### src/rtl/div_32u.sv
// -----------------------------------------------------------------------------
// div_32u
//   Iterative unsigned divider (restoring, one quotient bit per clock) for the
//   DIVU/REMU path of the execute stage. A start pulse loads the operands, the
//   compare-and-subtract loop runs for WIDTH cycles, and a one-cycle done pulse
//   presents quotient and remainder. Divide-by-zero completes immediately with
//   the RISC-V results (quotient all ones, remainder = dividend).
//
// Ports
//   clk_i          clock, all state updates on the rising edge
//   rst_i          synchronous active-high reset, highest priority
//   start_i        request a division; ignored while busy_o is high
//   dividend_i     unsigned dividend, sampled with start_i
//   divisor_i      unsigned divisor, sampled with start_i
//   busy_o         iteration loop in progress
//   done_o         one-cycle pulse, results valid in this cycle
//   quotient_o     quotient of the last completed operation
//   remainder_o    remainder of the last completed operation
//   div_by_zero_o  last completed operation had divisor 0
// -----------------------------------------------------------------------------
module div_32u #(
    parameter int WIDTH = 32
) (
    input  logic             clk_i,
    input  logic             rst_i,
    input  logic             start_i,
    input  logic [WIDTH-1:0] dividend_i,
    input  logic [WIDTH-1:0] divisor_i,
    output logic             busy_o,
    output logic             done_o,
    output logic [WIDTH-1:0] quotient_o,
    output logic [WIDTH-1:0] remainder_o,
    output logic             div_by_zero_o
);

    typedef enum logic [1:0] {
        IDLE,
        RUN,
        DONE
    } state_t;

    localparam int            CW   = $clog2(WIDTH);
    localparam logic [CW-1:0] LAST = CW'(WIDTH - 1);

    state_t           state;
    logic [WIDTH-1:0] d;      // latched divisor
    logic [WIDTH-1:0] q;      // quotient shift register, dividend bits shift out the top
    // The partial remainder is always < D after a step, so its top bit is
    // permanently zero and only the low WIDTH bits are stored.
    logic [WIDTH-1:0] r;
    logic [CW-1:0]    cnt;

    logic [WIDTH:0]   t;      // shifted trial remainder, WIDTH+1 bits
    logic             ge;     // trial remainder covers the divisor
    logic [WIDTH-1:0] diff;   // T - D; exact whenever ge is set since T - D < D

    always_comb begin
        t    = {r, q[WIDTH-1]};
        ge   = (t >= {1'b0, d});
        diff = t[WIDTH-1:0] - d;
    end

    // NOTE: state is updated with non-blocking assignments so every register
    // samples the pre-edge values, independent of statement order.
    always_ff @(posedge clk_i) begin
        if (rst_i) begin
            state         <= IDLE;
            d             <= '0;
            q             <= '0;
            r             <= '0;
            cnt           <= '0;
            busy_o        <= 1'b0;
            done_o        <= 1'b0;
            div_by_zero_o <= 1'b0;
        end else begin
            done_o <= 1'b0;
            case (state)
                IDLE, DONE: begin
                    if (start_i) begin
                        cnt <= '0;
                        if (divisor_i == '0) begin
                            // No iterations: results are fixed by the ISA.
                            q             <= '1;
                            r             <= dividend_i;
                            div_by_zero_o <= 1'b1;
                            busy_o        <= 1'b0;
                            done_o        <= 1'b1;
                            state         <= DONE;
                        end else begin
                            d             <= divisor_i;
                            q             <= dividend_i;
                            r             <= '0;
                            div_by_zero_o <= 1'b0;
                            busy_o        <= 1'b1;
                            state         <= RUN;
                        end
                    end else begin
                        state <= IDLE;
                    end
                end

                RUN: begin
                    r   <= ge ? diff : t[WIDTH-1:0];
                    q   <= {q[WIDTH-2:0], ge};
                    cnt <= cnt + 1'b1;
                    if (cnt == LAST) begin
                        busy_o <= 1'b0;
                        done_o <= 1'b1;
                        state  <= DONE;
                    end
                end

                default: begin
                    busy_o <= 1'b0;
                    state  <= IDLE;
                end
            endcase
        end
    end

    assign quotient_o  = q;
    assign remainder_o = r;

endmodule

### config.mk
export PLATFORM = sky130hd
export DESIGN_NAME = div_32u
export DESIGN_NICKNAME = d
export VERILOG_FILES = /design/src/rtl/div_32u.sv
export SDC_FILE = /design/constraint.sdc
export NUM_CORES = 1
export LEC_CHECK = 0
export ABC_AREA = 1
export BUFFER_PORTS_ARGS = -buffer_cell sky130_fd_sc_hd__buf_2
export CAP_MARGIN = 0
export CELL_PAD_IN_SITES_DETAIL_PLACEMENT = 0
export CELL_PAD_IN_SITES_GLOBAL_PLACEMENT = 1
export CORE_MARGIN = 2
export CORE_UTILIZATION = 40
export DETAILED_ROUTE_END_ITERATION = 8
export GPL_TIMING_DRIVEN = 0
export HOLD_SLACK_MARGIN = 0.08
export PLACE_DENSITY_LB_ADDON = 0.12
export SLEW_MARGIN = 20
export SYNTH_ARGS = -nofsm -noshare
export SYNTH_HDL_FRONTEND = slang
export SYNTH_SLANG_ARGS = --single-unit
### constraint.sdc
create_clock -name clk_i -period 2.62 [get_ports clk_i]
set_input_delay 0 -clock clk_i [delete_from_list [all_inputs] [get_ports clk_i]]
set_output_delay 0 -clock clk_i [all_outputs]
set_load 0.01 [all_outputs]
After elaboration in Yosys (flattened, before gate mapping)
Cells that the tools add are included.
Storage, ports and cells
  bits in registers: 106
  input port bits: 67
  output and inout bits: 67
  word-level logic and storage cells: 46
Operators by class
  add/subtract/negate cells: 2
  $lt $le $gt $ge: 1
  eq/ne operators: 5
  multiplexer cells: 21
  bitwise operators: 1
  reduce and logical (&&, ||, !) cells: 8
Operator list (count)
  $mux W32: 5
  $pmux W32 S2: 2
  $ge A33 B32 Y1: 1
  $logic_not A32 Y1: 1
  $sub A32 B32 Y32: 1
  $pmux W5 S2: 1
  $mux W1: 6
  $mux W2: 3
  $reduce_and A2 Y1: 3
  $add A5 B1 Y5 const B: 1
  $eq A5 B5 Y1 const B: 1
  $mux W5: 1
  $ne A2 B2 Y1 const B: 2
  $pmux W1 S2: 2
  $pmux W2 S2: 1
  $reduce_and A3 Y1: 1
  $eq A2 B1 Y1 const B: 1
  $eq A2 B2 Y1 const B: 1
  $logic_not A2 Y1: 1
  $reduce_bool A2 Y1: 1
  $reduce_or A2 Y1: 1
  $not A1 Y1: 1

Longest topological paths before layout
  depth after elaboration: 4
  depth in mapped cells: 17
  gate-level depth less buffers: 16

Worst setup path after synthesis
OpenSTA, ideal clock, no wires.
  path type: register to register
  start: register q[31], in the netlist quotient_o[31]
  end: register r[28], in the netlist remainder_o[28]
  library setup time: 0.070 ns
  arrival time: 1.926 ns
  data required time: 2.550 ns
  path slack: 0.624 ns
  cell stages (with the launch flop): 15
  path buffers: 0
  period minus slack after synthesis: 1.996 ns
  path through: dfxtp_1 inv_1 ha_1 fa_1 inv_1 nand3_1 nand3_1 nand3_1 nand3_1 nand3_1 nand2_1 nand2_1 nand3_1 nand3_1 a21oi_1
Between the ends
  word-level cells in the longest chain between the ends: 3
  elaborated cells on any way between the ends: 4
  those cells by class: add/sub (1); order compare (1); mux (2)
Ends and longest elaborated chain
  from (decl): line 47  | logic [WIDTH-1:0] q;
  from (signal assigned): line 91  | q <= dividend_i;
  from (signal assigned): line 104  | q <= {q[WIDTH-2:0], ge};
  $sub A32 B32 Y32 / $ge A33 B32 Y1 (equally long branches): line 60, 59
  $mux W32 (*): line 103  | r <= ge ? diff : t[WIDTH-1:0];
  $pmux W32 S2 (*): line 77  | case (state)
  to (signal assigned): line 84  | r <= dividend_i;
  to (signal assigned): line 103
  to (decl): line 50  | logic [WIDTH-1:0] r;
Every way passes the cells marked *; elsewhere a longest branch is shown, timed or not.
A chain may end at the register's enable or synchronous reset.

Final worst setup path
  start: input port divisor_i[28]
  end: register d[25]
Between the ends
  word-level cells in the longest chain between the ends: 3
Ends and longest elaborated chain
  from (decl): line 28  | input logic [WIDTH-1:0] divisor_i,
  $logic_not A32 Y1: line 81  | if (divisor_i == '0) begin
  $not A1 Y1 (no source line)
  $reduce_and A3 Y1 (no source line)
  to (signal assigned): line 90  | d <= divisor_i;
  to (decl): line 46  | logic [WIDTH-1:0] d;
Every way passes these cells.

==> metrics.txt <==
xor/xnor cell area share of the yosys netlist 0.0204; hold_sp dividend_i[29]; PnR worst setup slack approximately 0.14 ns; status finished clean; EDFF count, synth 0; Cells after DPL between 1,000 and 1,500; Yosys warnings 0; Metal-1 WL around 13,000 µm; die area about 19,000 µm²; top_reg_cell synth dfxtp_1; top cells by area, synth dfxtp_1 29%, nand2_1 13%, inv_1 7.3%, a21oi_1 7.1%, o21ai_0 6.4%; FF-to-FF End remainder_o[23]; setup tns final 0 ns; mux contribution to synthesized area 0; Pins Over Slew Limit 0; Wirelength per Cell between 15 and 20 µm; Synth Cell Area 7310 µm²; die height around 140 µm; clock root cell clkbuf_16; relative slew slack 0.598; CP max FO 10; Hold Path Depth 4; flop2flop setup slack ~0.17 ns; crit path time final about 2.5 ns; via count 7,881; most common cell after layout, fill and taps aside nand2_1; GP Congestion between 0.9 and 1; RSZ-0062 raised after global routing no; DR top layer met4; Mapped Nets 1,200; commonest non-fill, non-tap cells in the layout 259 x nand2_1, 146 x buf_2, 142 x inv_1; initial core utilization 0.407; Tightest Hold Check Type in2reg; FP Rows slightly below 50; drt initial violations approximately 430; synth-to-layout area growth 26.1%; CP arrival between 2 and 3 ns; met3 wire len roughly 1300 µm; total track usage 0.264; max-cap violations 0; Via density 5.12; htree depth 3; DRT Pass-1 Iters 5; drt drc 0; fin crit share 0.945; flop and latch count out of synthesis 106; Fmax between 0.4 and 0.5 GHz; post-route ant nets 0; final setup vio count 0; wire length on met2 around 12,000 µm; R2R Path Start remainder_o[26]; Worst setup EP type flip-flop; final hold slack around 0.46 ns; footprint of the multi-input gates 4380 µm²; vias in the first global route around 7,600; detailed placer's ending HPWL between 20,000 and 25,000 µm; VDD IR-drop max ~0.00040 V; IO Port Bufs approximately 130; Final Util 0.513; dpl ws 0.203 ns; Required @ worst endpoint slightly below 3 ns; nets 1,409; Compound-Gate Fraction of Synth Area 0.207; share of layout cells above drive strength 1 0.172; sequential cell area approximately 2100 µm²; ant diodes 0; ys async rst share 0; first-pass GRT wire length between 40,000 and 50,000 µm; post-synthesis sequential area ratio 0.290; largest family of logic cells by synthesized area simple AND/OR/NAND/NOR gates; Hold Vio Cnt, Final 0; GRT overflow 0; final wirelength approximately 26,000 µm; post-synthesis adder-cell area fraction 0.0610; WS Path Type in2reg; I/O pins 134; clock sink count between 100 and 150; worst slew pin tran ~0.6 ns; largest net degree at the start of global routing 19; R2R cell count 13; pwr/cell area ~670 nW/µm²; Clock transition at path regs ~0.080 ns; CTS Buf Count 9; clock latency on the worst-skew pair approximately 0.36 ns; end of the worst hold path quotient_o[29]; Syn Inst Count around 1,100; cell leakage power roughly 4.5 nW; post-synthesis simple-gate area fraction 0.310; post-synth top area cell dfxtp_1; chip width around 140 µm; Yosys cell types 41; initial antenna violation count 1; Clock Skew between 0.01 and 0.015 ns; mean post-synth cell area ~6.7 µm²; Non-Filler Instances approximately 1,500; area fraction of the dominant cell type after synthesis 0.290; fill cell count between 1,500 and 2,000; critical path launch point type primary input; clk buf depth 2; core footprint about 18,000 µm²; CTS tree done
worst max-delay path by stage:
stage / from / end / slack, ns / cells past startpoint
floorplan: quotient_o[31] / remainder_o[28] / 0.62 / 14
global placement: remainder_o[25] / remainder_o[23] / 0.20 / 13
detailed placement: remainder_o[11] / remainder_o[23] / 0.20 / 12
CTS: divisor_i[27] / d[29] / 0.12 / 10
global route: remainder_o[25] / remainder_o[23] / 0.002 / 13
finish: divisor_i[28] / d[25] / 0.14 / 10
cells in the mapped netlist, types with 4 or more instances:
library cell    n
buf_2          14
dfxtp_1       106
o21ai_1         4
nand3_2        14
a21oi_2        10
o21ai_0        94
nor2_2          9
ha_1           34
o221ai_1       28
nand3b_1       11
nand3_1        72
inv_1         142
o21bai_1        4
nor2_1         75
nor4_1          6
xor2_1         10
nor3_1          4
xnor2_1         7
nand3b_4        8
nand2_1       259
a31oi_1        11
nand2_2         7
a21oi_1       104
nand4_1         6
clkbuf_1       28
per-stage QoR:
step                      total power, mW  cell area, µm²
after detailed placement             4.70            8250
final                                6.18            9210
after global routing                 6.57            9210
after floorplan                      3.86            7310
after CTS                            6.16            9200
after global placement               4.70            8250
layout make-up:
| class | instances | area share |
|---|---|---|
| Multi-Input combinational cell | 795 | 0.476 |
| Sequential cell | 106 | 0.230 |
| Timing Repair Buffer | 198 | 0.143 |
| Inverter | 145 | 0.0591 |
| Tap cell | 229 | 0.0311 |
| Buffer | 52 | 0.0295 |
| Clock buffer | 10 | 0.0259 |
| Clock inverter | 5 | 0.00503 |
what timing repair did:
item,in CTS,in global routing
resized for setup,0,3
endpoints found under the setup margin,0,6
hold buffers,66,0
hold endpoints to repair,90,0
setup buffers,0,0
routing by layer:
layer	track usage	up-vias
met5	0	-
met4	0.0643	0
met3	0.0280	25
met2	0.438	212
met1	0.368	3586
li1	-	4058
flip-flops by register name, indices dropped and copies added, names as in the netlist:
| name | cells |
|---|---|
| d | 32 |
| cnt | 5 |
| div_by_zero_o | 1 |
| state | 2 |
| done_o | 1 |
| remainder_o | 32 |
| busy_o | 1 |
| quotient_o | 32 |
cells by family after synthesis:
family / count (synthesis)
XOR/XNOR: 17
flip-flops: 106
AO/OA/AOI/OAI: 264
adder cells (fa/ha/maj): 35
buffers and inverters: 197
AND/OR/NAND/NOR: 479
power by group:
| group | internal, mW | leakage, nW | switching, mW | total (mW) |
|---|---|---|---|---|
| clock | 0.684 | 0.135 | 0.716 | 1.40 |
| sequential | 1.77 | 0.876 | 0.156 | 1.93 |
| combinational | 1.03 | 3.47 | 1.82 | 2.85 |
worst max-delay path: stages:
cell	delay [ns]
dlygate4sd3_1	0.54
buf_2	0.13
nor4_1	0.48
nand4_1	0.37
nor2_4	0.31
nor2_1	0.18
inv_2	0.21
buf_2	0.29
o21ai_1	0.11
a21oi_1	0.15
(Power assumes the default switching activity.)
